[src/rtl/ysyx_25060170_wbu_if.sv]
// Write-back unit bus bundle: EXU result handshake, load-data return channel
// and the GPR write / commit port.
interface ysyx_25060170_wbu_if;
  localparam int unsigned XLEN   = 32;
  localparam int unsigned REG_AW = 5;
  localparam int unsigned F3_W   = 3;

  // EXU -> WBU result channel
  logic              in_valid;
  logic              in_ready;
  logic [REG_AW-1:0] in_rd;
  logic              in_wen;
  logic              in_is_load;
  logic [F3_W-1:0]   in_funct3;
  logic [XLEN-1:0]   in_alu_result;

  // memory -> WBU load data channel
  logic              mem_rvalid;
  logic [XLEN-1:0]   mem_rdata;
  logic              mem_rready;

  // register file write port and retire pulse
  logic              gpr_wen;
  logic [REG_AW-1:0] gpr_waddr;
  logic [XLEN-1:0]   gpr_wdata;
  logic              commit_valid;

  // Producer side (EXU, memory and register file as seen by the driver)
  modport master (
    output in_valid, in_rd, in_wen, in_is_load, in_funct3, in_alu_result,
    output mem_rvalid, mem_rdata,
    input  in_ready, mem_rready, gpr_wen, gpr_waddr, gpr_wdata, commit_valid
  );

  // WBU side
  modport slave (
    input  in_valid, in_rd, in_wen, in_is_load, in_funct3, in_alu_result,
    input  mem_rvalid, mem_rdata,
    output in_ready, mem_rready, gpr_wen, gpr_waddr, gpr_wdata, commit_valid
  );
endinterface

[src/rtl/ysyx_25060170_wbu.sv]
// Write-back unit: accepts EXU results, waits for load data when needed,
// extends it by width/sign, and drives one GPR write plus commit per instruction.
module ysyx_25060170_wbu (
  input logic                  clk,
  input logic                  rst,
  ysyx_25060170_wbu_if.slave   bus
);
  localparam int unsigned XLEN   = 32;
  localparam int unsigned REG_AW = 5;
  localparam int unsigned F3_W   = 3;
  localparam int unsigned OFF_W  = 2;

  typedef enum logic [1:0] {
    IDLE     = 2'd0,
    WAIT_MEM = 2'd1,
    WRITE    = 2'd2
  } state_t;

  state_t state_q, state_d;

  // result register
  logic [REG_AW-1:0] rd_q, rd_d;
  logic              wen_q, wen_d;
  logic [XLEN-1:0]   data_q, data_d;
  logic [F3_W-1:0]   funct3_q, funct3_d;
  logic [OFF_W-1:0]  off_q, off_d;

  // registered outputs
  logic              ready_q, ready_d;
  logic              rready_q, rready_d;
  logic              commit_q, commit_d;
  logic              gwen_q, gwen_d;
  logic [REG_AW-1:0] waddr_q, waddr_d;
  logic [XLEN-1:0]   wdata_q, wdata_d;

  logic xfer;

  // Select the addressed byte/half and extend it according to funct3.
  function automatic logic [XLEN-1:0] load_ext(input logic [F3_W-1:0]  f3,
                                               input logic [OFF_W-1:0] off,
                                               input logic [XLEN-1:0]  word);
    logic [7:0]  b;
    logic [15:0] h;
    case (off)
      2'd0:    b = word[7:0];
      2'd1:    b = word[15:8];
      2'd2:    b = word[23:16];
      default: b = word[31:24];
    endcase
    h = off[1] ? word[31:16] : word[15:0];
    case (f3)
      3'b000:  load_ext = {{24{b[7]}}, b};
      3'b100:  load_ext = {24'd0, b};
      3'b001:  load_ext = {{16{h[15]}}, h};
      3'b101:  load_ext = {16'd0, h};
      default: load_ext = word;
    endcase
  endfunction

  // A transfer uses the in_ready value the EXU actually sees this cycle.
  assign xfer = bus.in_valid && ready_q;

  // State and result register
  always_ff @(posedge clk or negedge rst) begin
    if (!rst) begin
      state_q  <= IDLE;
      rd_q     <= '0;
      wen_q    <= 1'b0;
      data_q   <= '0;
      funct3_q <= '0;
      off_q    <= '0;
    end else begin
      state_q  <= state_d;
      rd_q     <= rd_d;
      wen_q    <= wen_d;
      data_q   <= data_d;
      funct3_q <= funct3_d;
      off_q    <= off_d;
    end
  end

  // Output registers, loaded with the decode of the upcoming state
  always_ff @(posedge clk or negedge rst) begin
    if (!rst) begin
      ready_q  <= 1'b0;
      rready_q <= 1'b0;
      commit_q <= 1'b0;
      gwen_q   <= 1'b0;
      waddr_q  <= '0;
      wdata_q  <= '0;
    end else begin
      ready_q  <= ready_d;
      rready_q <= rready_d;
      commit_q <= commit_d;
      gwen_q   <= gwen_d;
      waddr_q  <= waddr_d;
      wdata_q  <= wdata_d;
    end
  end

  // Next-state, result capture and output decode
  always_comb begin
    state_d  = state_q;
    rd_d     = rd_q;
    wen_d    = wen_q;
    data_d   = data_q;
    funct3_d = funct3_q;
    off_d    = off_q;
    ready_d  = 1'b0;
    rready_d = 1'b0;
    commit_d = 1'b0;
    gwen_d   = 1'b0;
    waddr_d  = '0;
    wdata_d  = '0;

    case (state_q)
      IDLE, WRITE: begin
        if (xfer) begin
          rd_d  = bus.in_rd;
          wen_d = bus.in_wen;
          if (bus.in_is_load) begin
            funct3_d = bus.in_funct3;
            off_d    = bus.in_alu_result[OFF_W-1:0];
            state_d  = WAIT_MEM;
          end else begin
            data_d  = bus.in_alu_result;
            state_d = WRITE;
          end
        end else begin
          state_d = IDLE;
        end
      end
      WAIT_MEM: begin
        if (bus.mem_rvalid) begin
          data_d  = load_ext(funct3_q, off_q, bus.mem_rdata);
          state_d = WRITE;
        end
      end
      default: state_d = IDLE;
    endcase

    ready_d  = (state_d != WAIT_MEM);
    rready_d = (state_d == WAIT_MEM);
    if (state_d == WRITE) begin
      commit_d = 1'b1;
      gwen_d   = wen_d && (rd_d != REG_AW'(0));
      waddr_d  = rd_d;
      wdata_d  = data_d;
    end
  end

  assign bus.in_ready     = ready_q;
  assign bus.mem_rready   = rready_q;
  assign bus.commit_valid = commit_q;
  assign bus.gpr_wen      = gwen_q;
  assign bus.gpr_waddr    = waddr_q;
  assign bus.gpr_wdata    = wdata_q;

endmodule

[src/flat_wrapper.sv]
// flat-port wrapper written by rule: the top's interface ports become plain ports
module ysyx_25060170_wbu_flat 
  (clk, rst, bus_in_valid, bus_in_rd, bus_in_wen, bus_in_is_load, bus_in_funct3, bus_in_alu_result, bus_mem_rvalid, bus_mem_rdata, bus_in_ready, bus_mem_rready, bus_gpr_wen, bus_gpr_waddr, bus_gpr_wdata, bus_commit_valid);
  ysyx_25060170_wbu_if bus_i ();
  input logic clk;
  input logic rst;
  input wire logic [$bits(bus_i.in_valid)-1:0] bus_in_valid;
  input wire logic [$bits(bus_i.in_rd)-1:0] bus_in_rd;
  input wire logic [$bits(bus_i.in_wen)-1:0] bus_in_wen;
  input wire logic [$bits(bus_i.in_is_load)-1:0] bus_in_is_load;
  input wire logic [$bits(bus_i.in_funct3)-1:0] bus_in_funct3;
  input wire logic [$bits(bus_i.in_alu_result)-1:0] bus_in_alu_result;
  input wire logic [$bits(bus_i.mem_rvalid)-1:0] bus_mem_rvalid;
  input wire logic [$bits(bus_i.mem_rdata)-1:0] bus_mem_rdata;
  output wire logic [$bits(bus_i.in_ready)-1:0] bus_in_ready;
  output wire logic [$bits(bus_i.mem_rready)-1:0] bus_mem_rready;
  output wire logic [$bits(bus_i.gpr_wen)-1:0] bus_gpr_wen;
  output wire logic [$bits(bus_i.gpr_waddr)-1:0] bus_gpr_waddr;
  output wire logic [$bits(bus_i.gpr_wdata)-1:0] bus_gpr_wdata;
  output wire logic [$bits(bus_i.commit_valid)-1:0] bus_commit_valid;
  assign bus_i.in_valid = bus_in_valid;
  assign bus_i.in_rd = bus_in_rd;
  assign bus_i.in_wen = bus_in_wen;
  assign bus_i.in_is_load = bus_in_is_load;
  assign bus_i.in_funct3 = bus_in_funct3;
  assign bus_i.in_alu_result = bus_in_alu_result;
  assign bus_i.mem_rvalid = bus_mem_rvalid;
  assign bus_i.mem_rdata = bus_mem_rdata;
  assign bus_in_ready = bus_i.in_ready;
  assign bus_mem_rready = bus_i.mem_rready;
  assign bus_gpr_wen = bus_i.gpr_wen;
  assign bus_gpr_waddr = bus_i.gpr_waddr;
  assign bus_gpr_wdata = bus_i.gpr_wdata;
  assign bus_commit_valid = bus_i.commit_valid;
  ysyx_25060170_wbu u_core (.clk(clk), .rst(rst), .bus(bus_i));
endmodule
[config.mk]
export PLATFORM = sky130hd
export DESIGN_NAME = ysyx_25060170_wbu_flat
export DESIGN_NICKNAME = d
export VERILOG_FILES = /design/src/rtl/ysyx_25060170_wbu_if.sv /design/src/rtl/ysyx_25060170_wbu.sv /design/src/flat_wrapper.sv
export SDC_FILE = /design/constraint.sdc
export NUM_CORES = 1
export LEC_CHECK = 0
export ABC_AREA = 1
export CELL_PAD_IN_SITES_DETAIL_PLACEMENT = 0
export CELL_PAD_IN_SITES_GLOBAL_PLACEMENT = 1
export CORE_MARGIN = 5
export CORE_UTILIZATION = 34
export DETAILED_ROUTE_END_ITERATION = 8
export PLACE_DENSITY = 0.78
export SLEW_MARGIN = 30
export SYNTH_ARGS = -nofsm -noshare
export SYNTH_HDL_FRONTEND = slang
export SYNTH_SLANG_ARGS = --single-unit
[constraint.sdc]
create_clock -name clk -period 1.5 [get_ports clk]
set_input_delay 0.3 -clock clk [delete_from_list [all_inputs] [get_ports clk]]
set_output_delay 0.3 -clock clk [all_outputs]
set_load 0.005 [all_outputs]
==> results of run 1 <==
kinds of logic (layout without fill, tap and decap cells):
| logic type | Yosys count | count (layout) |
|---|---|---|
| flip-flops | 85 | 85 |
| AND/OR/NAND/NOR | 261 | 261 |
| AO/OA/AOI/OAI | 83 | 83 |
| buffers and inverters | 85 | 249 |
final cells by class:
| type | instances | area [µm²] | area share |
|---|---|---|---|
| Clock buffer | 10 | 239 | 0.0374 |
| Clock inverter | 6 | 93.8 | 0.0147 |
| Inverter | 62 | 243 | 0.0380 |
| Multi-Input combinational cell | 344 | 1770 | 0.276 |
| Sequential cell | 85 | 2130 | 0.333 |
| Tap cell | 147 | 184 | 0.0288 |
| Timing Repair Buffer | 171 | 1740 | 0.272 |
path summary, 6_finish.rpt:
path	startpoint	endpoint	slack, ns	cells after the start
setup / recovery	u_core.bus.gpr_wdata[4]	bus_gpr_wdata[4]	0.04	1
hold / removal	rst	u_core.bus.gpr_wdata[4]	-0.02	2
setup reg to reg	u_core.bus.in_ready	u_core.bus.gpr_wdata[7]	0.04	8
hold reg to reg	u_core.wen_q	u_core.wen_q	0.47	2
max in group asynchronous	rst	u_core.wen_q	1.14	2
min in group clk	bus_in_valid	u_core.wen_q	0.42	6
placed cells by master (no fill, tap or decap), types with 4 or more instances in the layout:
cell type	n
clkdlybuf4s50_1	99
dfrtp_1	84
clkbuf_16	11
buf_12	5
dlymetal6s2s_1	14
nand2_1	149
a21oi_1	34
buf_4	40
nand2_2	45
nor2_2	4
nand3_1	6
o22ai_1	5
inv_2	24
o21ai_0	9
o21ai_1	6
a21oi_2	18
nor2_1	38
o211ai_1	8
nor2_4	4
nand2_4	8
buf_6	5
dlygate4sd2_1	4
inv_1	36
stage by stage:
| step | utilization | TNS, ns | cells | setup WS, ns | hold WS (ns) |
|---|---|---|---|---|---|
| floorplan | - | 0 | 514 | 0.165 | 0.00441 |
| global placement | 0.481 | -16.23 | 801 | -0.339 | 0.368 |
| detailed placement | 0.481 | -18.27 | 801 | -0.361 | 0.374 |
| CTS | 0.510 | -0.00328 | 818 | -0.00328 | 0.0161 |
| global route | 0.539 | -1.23 | 825 | -0.0482 | 0.0447 |
| finish | 0.539 | 0 | 825 | 0.0372 | -0.0242 |
flip-flops by register name (all words and copies together) (netlist names), 2 cells and up:
name	flops
u_core.funct3_q	3
u_core.bus.gpr_wdata	32
u_core.data_q	31
u_core.state_q	2
u_core.rd_q	5
u_core.off_q	2
u_core.bus.gpr_waddr	5
metal layers:
metal  wire length (µm)  vias up
li1                   -     1903
met1               5420     1815
met2               6040       90
met3                590       13
met4                141        0
met5                  0        -
report_power, final:
group	switching, µW	internal [µW]
registers	292	2900
logic	1850	1620
clock network	956	1520
total	3100	6050
what timing repair did:
item	CTS	global route
endpoints found under the setup margin	8	59
resized for setup	7	113
cloned	0	2
pin swaps	0	13
hold buffers	0	0
buffers inserted	1	5
==> summary.txt, run 1 <==
Placed design
  • IO buf count: approximately 120
  • Final GP Congestion: roughly 0.85
  • Area after DPL: around 5700 µm²
  • Hpwl dp: just under 9000 µm

Run status
  • Status: complete, but fails checks
  • Failing checks: negative hold slack

Power and ir drop
  • Peak supply drop: ~0.00057 V
  • Power per Cell Area: between 1000 and 1500 nW/µm²
  • Total power: 9150 µW
  • LEAKAGE: around 0.0034 µW

Setup path
  • CP arrival: 1.16 ns
  • Startpoint class of the critical path: flip-flop
  • Crit path largest cell delay: 0.51 ns
  • Critical Path RT: ~1.2 ns
  • Worst Path Buf+Inv: 1
  • Worst path cell trace: clkdlybuf4s50_1
  • Cell family with most CP delay: buffers and inverters
  • Crit-path max FO: 1
  • CP endpoint kind: primary output
  • Crit-path slowest cell: clkdlybuf4s50_1
  • Critical path class: flip-flop to primary output

STA
  • Fin crit period: ~1.5 ns
  • Worst Max-Slew Pin Slew: between 0.4 and 0.5 ns
  • # setup viols final: 0
  • Hold Worst Slack: -0.0242 ns
  • Max-slew violations: 0
  • Clk_skew: between 0.01 and 0.015 ns
  • Final worst-path cycle share: 0.975
  • Max Fclk: slightly below 0.7 GHz
  • Max-slew headroom: 0.686
  • RSZ-0062 raised after global routing: yes
  • Final Hold Violating Endpoints: 8

Route
  • Vias per cell: 4.63
  • Final WL: around 12000 µm
  • DRT iter0 DRCs: 231
  • DR pass1 iterations: 4
  • Vias: ~3800
  • Residual DRC: 0
  • Final ANT Viol Nets: 0
  • WL/cell: roughly 15 µm

Final layout
  • Area Growth Syn to Fin: 56.8%
  • N_diodes: 0
  • Ratio of cells with drive above 1 in the final layout: 0.271
  • Fin area: between 6000 and 7000 µm²
  • Fillers: between 1000 and 1500
  • Final nets: about 750

Synth
  • Yosys warns: 0
  • Synth unique cells: 26
  • FFs w/ async S/R, synth: 1.00
  • Syn_nets: approximately 590
  • Post-Synth XOR/XNOR Area: 0
  • Mux cell area share after synthesis: 0
  • Synth area leader: dfrtp_1
  • Main combinational cell family by area after synthesis: simple AND/OR/NAND/NOR gates
  • Synth Register Bits: 85
  • Compound-Gate Fraction of Synth Area: 0.120
  • Most frequent cell after synthesis: nand2_1
  • Synth area leaders: dfrtp_1, nand2_1, inv_1
  • Share of the yosys chip area belonging to registers: 0.522
  • Most used flip-flop cell after synthesis: dfrtp_1
  • Commonest cells in the synthesized netlist: nand2_1, dfrtp_1, inv_1, a21oi_1, nor2_1
  • EDFF count, synth: 0
  • Synth Area in Adders: 0
  • Simple-Gate Fraction of Synth Area: 0.268
  • Share of the synthesized area in the top cell type: 0.522
  • Mapped cell area: slightly above 4000 µm²
  • Syn_area_per_cell: 7.93 µm²
  • Syn Inst Count: 514

Global routing
  • GRT Residual Overflow: 0
  • Met3 Use GR: 0.0344
  • First-pass GRT wire length: ~19000 µm
  • GR Util met1: 0.220
  • Initial antenna violation count: 0
  • Largest net degree at the start of global routing: between 80 and 90
  • Gr usage total: 0.166
  • Met2 Usage GRT: 0.276
  • Most Crowded Layer GR: met2
  • Number of global-route vias before repair: 3804

Flow run
  • MaxCap Viol Count: 0

Worst hold path
  • Hold Crit Class: primary input to asynchronous set/reset pin

Floorplan
  • Die width: between 100 and 150 µm
  • Core ar.: around 12000 µm²
  • Initial core utilization: 0.344
  • Die Ht: 119 µm
  • Die footprint: 14300 µm²
  • Row cnt: 40
  • Number of top-level pins: 119

Clocking
  • H-tree depth: 3
  • Clock root cell: clkbuf_16
  • Clock-pin slew on the worst setup and hold paths: approximately 0.06 ns
  • Worst-Skew Late Latency: between 0.3 and 0.4 ns
  • Clk sinks: 85
  • CTS Buf Count: 9
  • CTS tree: built
  • CTS max path bufs: 2
(Power assumes the default switching activity.)
==> run 2: changes to the inputs <==
REMOVE_ABC_BUFFERS = 1   (was not set)
SETUP_SLACK_MARGIN = 0.4   (was not set)
SKIP_LAST_GASP = 1   (was not set)
==> run 2 against run 1 <==
The flow now finishes without violations. Total power is 3.0% lower. Core utilization rose by 0.58 points. Worst hold slack better by 0.45 ns. Highest routed layer unchanged. First-iteration DRC count is 5.6% higher. Sequential cell count stayed put. Cell count rose by 2.4%. Sequential share of layout area down 0.32 points. Largest cell class unchanged.
==> summary.txt, run 2 (synthesis results as in run 1) <==
Run status
  • Status: finished clean

Floorplan
  • Die width: 119 µm (unchanged)
  • Number of top-level pins: 119 (unchanged)
  • Initial core utilization: 0.344 (unchanged)
  • Die footprint: 14300 µm² (unchanged)
  • Row cnt: 40 (unchanged)
  • Die Ht: 119 µm (unchanged)
  • Core ar.: 11900 µm² (unchanged)

Final layout
  • N_diodes: 0 (unchanged)
  • Final nets: 771 (+2.7%)
  • Ratio of cells with drive above 1 in the final layout: 0.332 (+0.0610)
  • Area Growth Syn to Fin: 58.5%
  • Largest register FFs: 32 (unchanged)
  • Most common cell after layout, fill and taps aside: nand2_1
  • Most frequent cells in the layout: nand2_1, dfrtp_1, clkdlybuf4s50_1

Power and ir drop
  • LEAKAGE: 0.00336 µW (about the same)
  • Peak supply drop: 0.000514 V (-9.8%)
  • Total power: 8870 µW (-3.0%)
  • Power per Cell Area: 1370 nW/µm² (-4.1%)

Setup path
  • CP endpoint kind: flip-flop
  • Startpoint class of the critical path: flip-flop
  • Critical path class: flip-flop to flip-flop
  • Reg2reg end: u_core.bus.gpr_wen
  • Crit-path max FO: 8 (+7)
  • CP arrival: 1.69 ns (+0.53 ns)
  • Critical Path RT: 1.71 ns (+0.51 ns)
  • R2R setup slack: 0.02 ns (-0.02 ns)
  • Worst R2R Start: u_core.bus.in_ready
  • R2R cell count: 9 (+1)
  • Crit path from: u_core.bus.in_ready

Route
  • Residual DRC: 0 (unchanged)
  • Final WL: 12900 µm (+5.7%)
  • DR pass1 iterations: 4 (unchanged)
  • WL/cell: 15.3 µm (+3.2%)
  • Vias: 3881 (+1.6%)
  • DRT iter0 DRCs: 244 (+5.6%)
  • Vias per cell: 4.59 (-0.83%)
  • Final ANT Viol Nets: 0 (unchanged)

STA
  • Hold Worst Slack: 0.428 ns (+0.452 ns)
  • Worst Max-Slew Pin Slew: 0.380 ns (-0.0908 ns)
  • Fin crit period: 1.48 ns (+0.0161 ns)
  • Clk_skew: 0.00570 ns (-0.00462 ns)
  • Final WS setup: 0.0211 ns (-0.0161 ns)
  • Max-slew headroom: 0.747 (+0.0605)
  • Final worst-path cycle share: 0.986 (+0.0107)
  • RSZ-0062 raised after global routing: yes
  • Max-slew violations: 0 (unchanged)
  • Final Hold Violating Endpoints: 0 (-8)
  • # setup viols final: 0 (unchanged)
  • Max Fclk: 0.676 GHz (-1.1%)

Global routing
  • Most Crowded Layer GR: met2
  • GRT Residual Overflow: 0 (unchanged)
  • Met3 Use GR: 0.0339 (-0.000471)
  • Largest net degree at the start of global routing: 34 (-60%)
  • GR Util met1: 0.231 (+0.0112)
  • Number of global-route vias before repair: 4005 (+5.3%)
  • Initial antenna violation count: 0 (unchanged)
  • First-pass GRT wire length: 20200 µm (+7.5%)
  • Gr usage total: 0.179 (+0.0128)
  • Met2 Usage GRT: 0.298 (+0.0226)

Placed design
  • Final GP Congestion: 0.835 (-1.9%)
  • IO buf count: 118 (unchanged)
  • Place WS: -0.352 ns (+0.00904 ns)
  • Hpwl dp: 8670 µm (-2.2%)

Clocking
  • Clock-pin slew on the worst setup and hold paths: 0.06 ns (about the same)
  • Worst-Skew Late Latency: 0.34 ns (about the same)
  • CTS tree: built
  • CTS Buf Count: 9 (unchanged)
  • Clock root cell: clkbuf_16
  • CTS max path bufs: 2 (unchanged)
  • Clk sinks: 85 (unchanged)
  • H-tree depth: 3 (unchanged)

Flow run
  • MaxCap Viol Count: 0 (unchanged)

Worst hold path
  • Hold Crit Class: primary input to asynchronous set/reset pin
==> run 2: changes by cell type in the layout (fill, tap and decap cells not counted), sizes merged, moves of 3 or more <==
cell	before	now
dlygate4sd2	4	1
clkdlybuf4s50	99	74
buf	52	110
dlymetal6s2s	14	1
clkbuf	12	15
==> run 2: how the worst max path moves through the flow <==
| stage | end | cells past startpoint | slack (ns) |
|---|---|---|---|
| after floorplan | u_core.bus.gpr_wdata[25] | 9 | -0.32 |
| after global placement | u_core.bus.gpr_wen | 9 | -0.36 |
| after CTS | u_core.bus.gpr_wen | 9 | 0.07 |
| after detailed placement | u_core.bus.gpr_wen | 9 | -0.35 |
| after global routing | u_core.bus.gpr_wen | 9 | -0.07 |
| final | u_core.bus.gpr_wen | 9 | 0.02 |
==> run 2: metrics by stage <==
step	TNS, ns	util	cell area, µm²	cells
floorplan	-16.91	-	3950	491
global placement	-15.35	0.484	5750	801
detailed placement	-16.92	0.484	5750	801
CTS	0	0.524	6220	840
global route	-0.321	0.545	6460	845
finish	0	0.545	6460	845
==> run 2: worst max-delay path: stages, from the launching register on <==
cell and delay, ns:
dfrtp_1 0.35, nand2_2 0.08, buf_6 0.13, nor2_4 0.11, buf_8 0.17, nand2_4 0.06, o21ai_4 0.07, nand2_2 0.07
nor3_2 0.19, a21oi_1 0.10
==> run 2: metal layers <==
layer | wire length (µm) | vias to the layer above
li1 | - | 1950
met1 | 5630 | 1831
met2 | 6420 | 82
met3 | 593 | 18
met4 | 244 | 0
met5 | 0 | -
==> run 2: layout make-up <==
type,count,area (µm²)
inverter,62,258
clock buffer,13,260
multi-input combinational,345,1780
clock inverter,3,20.0
timing repair buffer,190,1820
sequential,85,2130
tap,147,184
fill,1079,5400
==> run 2: report_power, final <==
group | leakage, µW | internal (µW) | switching, µW
combinational | 0.00214 | 1680 | 1950
sequential | 0.00109 | 2900 | 254
clock | 0.000132 | 1210 | 871
total | 0.00336 | 5790 | 3080
==> run 2: timing repair <==
action	4_1_cts	5_1_grt
hold buffers	1	0
endpoints found under the hold margin	25	0
pin swaps	14	9
resized for setup	221	63
cloned	5	3
setup endpoints to repair	117	126
buffers inserted	17	2
==> run 3: changes to the inputs <==
CORE_MARGIN = not set   (was 5)
==> run 3 against run 2 <==
The run now ends with design-rule violations, negative hold slack left. Largest cell class is now multi-input combinational cells. Worst setup slack better by 0.013 ns. Sequential cell count unchanged. Highest routed layer unchanged. Combinational power up 20%. Non-clock buffer count up 13. Wire length up 3.0%. Clock skew up 0.00083 ns. Fmax up 0.90%. Die area down 13%. Worst hold slack worse by 0.46 ns.
==> summary.txt, run 3 (synthesis results as in run 1) <==
Run status
  • Status: complete, but fails checks
  • Failing checks: design-rule violations, negative hold slack

Route
  • Vias per cell: 4.76 (+3.7%)
  • Final WL: 13300 µm (+3.0%)
  • DRT iter0 DRCs: 215 (-12%)
  • WL/cell: 15.6 µm (+2.0%)
  • Residual DRC: 8 (+8)
  • DR pass1 iterations: 6 (+2)
  • Final ANT Viol Nets: 0 (unchanged)
  • Vias: 4069 (+4.8%)

Power and ir drop
  • Peak supply drop: 0.000540 V (+4.9%)
  • Clk pwr share: 0.249 (+0.014)
  • Switch Pwr: 3590 µW (+17%)
  • Switching Fraction: 0.352 (+0.00544)
  • Power per Cell Area: 1440 nW/µm² (+4.9%)
  • Sequential power share: 0.324 (-0.032)
  • Combinational power share: 0.427 (+0.018)
  • Pint: 6600 µW (+14%)
  • LEAKAGE: 0.00358 µW (+6.6%)

STA
  • Final WS setup: 0.0343 ns (+0.0132 ns)
  • Fin crit period: 1.47 ns (-0.0132 ns)
  • Final Hold Violating Endpoints: 23 (+23)
  • Clk_skew: 0.00653 ns (+0.000830 ns)
  • Max Fclk: 0.682 GHz (+0.90%)
  • Worst Max-Slew Pin Slew: 0.472 ns (+0.0917 ns)
  • Total Neg Setup Slack: 0 ns (unchanged)
  • Hold Worst Slack: -0.0283 ns (-0.456 ns)
  • Final worst-path cycle share: 0.977 (-0.00879)
  • Max-slew headroom: 0.686 (-0.0611)
  • # setup viols final: 0 (unchanged)
  • RSZ-0062 raised after global routing: yes
  • Max-slew violations: 0 (unchanged)

Placed design
  • IO buf count: 118 (unchanged)
  • Post-Place Cells: 803 (+0.25%)
  • Place WS: -0.413 ns (-0.0617 ns)
  • Hpwl dp: 8000 µm (-7.6%)
  • Final GP Congestion: 0.749 (-10%)

Flow run
  • MaxCap Viol Count: 0 (unchanged)

Floorplan
  • Die Ht: 111 µm (-6.7%)
  • Number of top-level pins: 119 (unchanged)
  • Core ar.: 11600 µm² (-2.5%)
  • Die width: 111 µm (-6.7%)
  • Row cnt: 39 (-2.5%)
  • Die footprint: 12400 µm² (-13%)
  • Initial core utilization: 0.352 (+0.00881)

Setup path
  • Reg2reg end: u_core.bus.gpr_wdata[16]
  • Worst R2R Start: u_core.state_q[0]
  • R2R cell count: 11 (+2)
  • Critical Path RT: 1.77 ns (+0.06 ns)
  • Startpoint class of the critical path: flip-flop
  • Critical path class: flip-flop to flip-flop
  • CP endpoint kind: flip-flop
  • Crit-path max FO: 7 (-1)
  • CP arrival: 1.73 ns (+0.04 ns)
  • R2R setup slack: 0.03 ns (about the same)

Global routing
  • Gr usage total: 0.213 (+0.0338)
  • Initial antenna violation count: 0 (unchanged)
  • Number of global-route vias before repair: 4133 (+3.2%)
  • GRT Residual Overflow: 0 (unchanged)
  • First-pass GRT wire length: 20500 µm (+1.5%)
  • Largest net degree at the start of global routing: 86 (+150%)

Final layout
  • Largest register FFs: 32 (unchanged)
  • Area Growth Syn to Fin: 73.7%
  • Most frequent cells in the layout: nand2_1, dfrtp_1, clkdlybuf4s50_1
  • N_diodes: 0 (unchanged)
  • Ratio of cells with drive above 1 in the final layout: 0.471 (+0.139)
  • Post-Layout Cell Count: 854 (+1.1%)
  • Fillers: 1007 (-6.7%)
  • Most common cell after layout, fill and taps aside: nand2_1
  • Final nets: 784 (+1.7%)

Clocking
  • Clock root cell: clkbuf_16
  • Hold-fix buffers, CTS: 0 (-1)
  • CTS max path bufs: 2 (unchanged)
  • Clk sinks: 85 (unchanged)
  • CTS tree: built
  • CTS Buf Count: 9 (unchanged)
  • H-tree depth: 3 (unchanged)
  • Clock-pin slew on the worst setup and hold paths: 0.06 ns (about the same)
  • Worst-Skew Late Latency: 0.34 ns (about the same)

Worst hold path
  • Hold Crit Class: primary input to asynchronous set/reset pin
==> run 3: changes by cell type in the layout (fill, tap and decap cells not counted), sizes merged <==
cell,delta
clkdlybuf4s50,+1
dlygate4sd3,-1
dlymetal6s2s,-1
clkbuf,-5
bufinv,+3
clkinv,+3
clkinvlp,-2
bufbuf,-1
buf,+16
==> run 3: how the worst max path moves through the flow <==
stage	startpoint	to	slack, ns	cells after the start
2_1_floorplan	u_core.state_q[0]	u_core.bus.gpr_wdata[25]	-0.32	9
3_3_place_gp	bus_in_valid	u_core.bus.gpr_wen	-0.37	9
3_5_place_dp	bus_in_valid	u_core.bus.gpr_wen	-0.41	9
4_1_cts	u_core.state_q[0]	u_core.bus.gpr_wdata[22]	0.05	11
5_1_grt	u_core.state_q[0]	u_core.bus.gpr_wdata[8]	-0.06	11
6_report	u_core.state_q[0]	u_core.bus.gpr_wdata[16]	0.03	11
==> run 3: routing by layer <==
layer | global-route usage | up-vias | wire length (µm)
met2 | 0.374 | 82 | 6930
met1 | 0.259 | 1996 | 5540
li1 | - | 1976 | -
met3 | 0.0376 | 15 | 587
met5 | 0 | - | 0
met4 | 0.0829 | 0 | 225
==> run 3: timing repair <==
action / in CTS / in global routing
cloned: 10 / 1
setup endpoints to repair: 121 / 126
pin swaps: 38 / 27
setup buffers: 18 / 6
resized for setup: 302 / 119
==> run 3: metrics by stage <==
step	util	total power, µW	area, µm²
2_1_floorplan	-	4760	3950
3_3_place_gp	0.498	6190	5760
3_5_place_dp	0.498	6270	5760
4_1_cts	0.577	9620	6670
5_1_grt	0.612	10800	7080
6_report	0.612	10200	7080
==> run 3: power by group through the flow <==
stage,registers (µW),logic (µW),clock network (µW)
floorplan,3200,1550,0
global placement,3180,3010,0
CTS,3200,3850,2560
detailed placement,3200,3070,0
global route,3360,4740,2670
finish,3310,4350,2530
==> run 3: area by class of cell <==
cell class | instances | area (µm²) | area share
Multi-Input combinational cell | 345 | 2190 | 0.309
Sequential cell | 85 | 2130 | 0.301
Timing Repair Buffer | 203 | 1990 | 0.281
Inverter | 62 | 258 | 0.0364
Clock buffer | 9 | 225 | 0.0318
Tap cell | 143 | 179 | 0.0253
Clock inverter | 7 | 114 | 0.0161
==> run 3: critical path: stages, from the launching register on <==
cell and delay (ns):
dfrtp_2 0.43, inv_2 0.10, nor2_4 0.05, nand2_4 0.08
nand2_4 0.08, inv_8 0.09, buf_12 0.13, buf_16 0.13
nand2_1 0.05, nand2_1 0.07, inv_2 0.05, a21oi_2 0.13
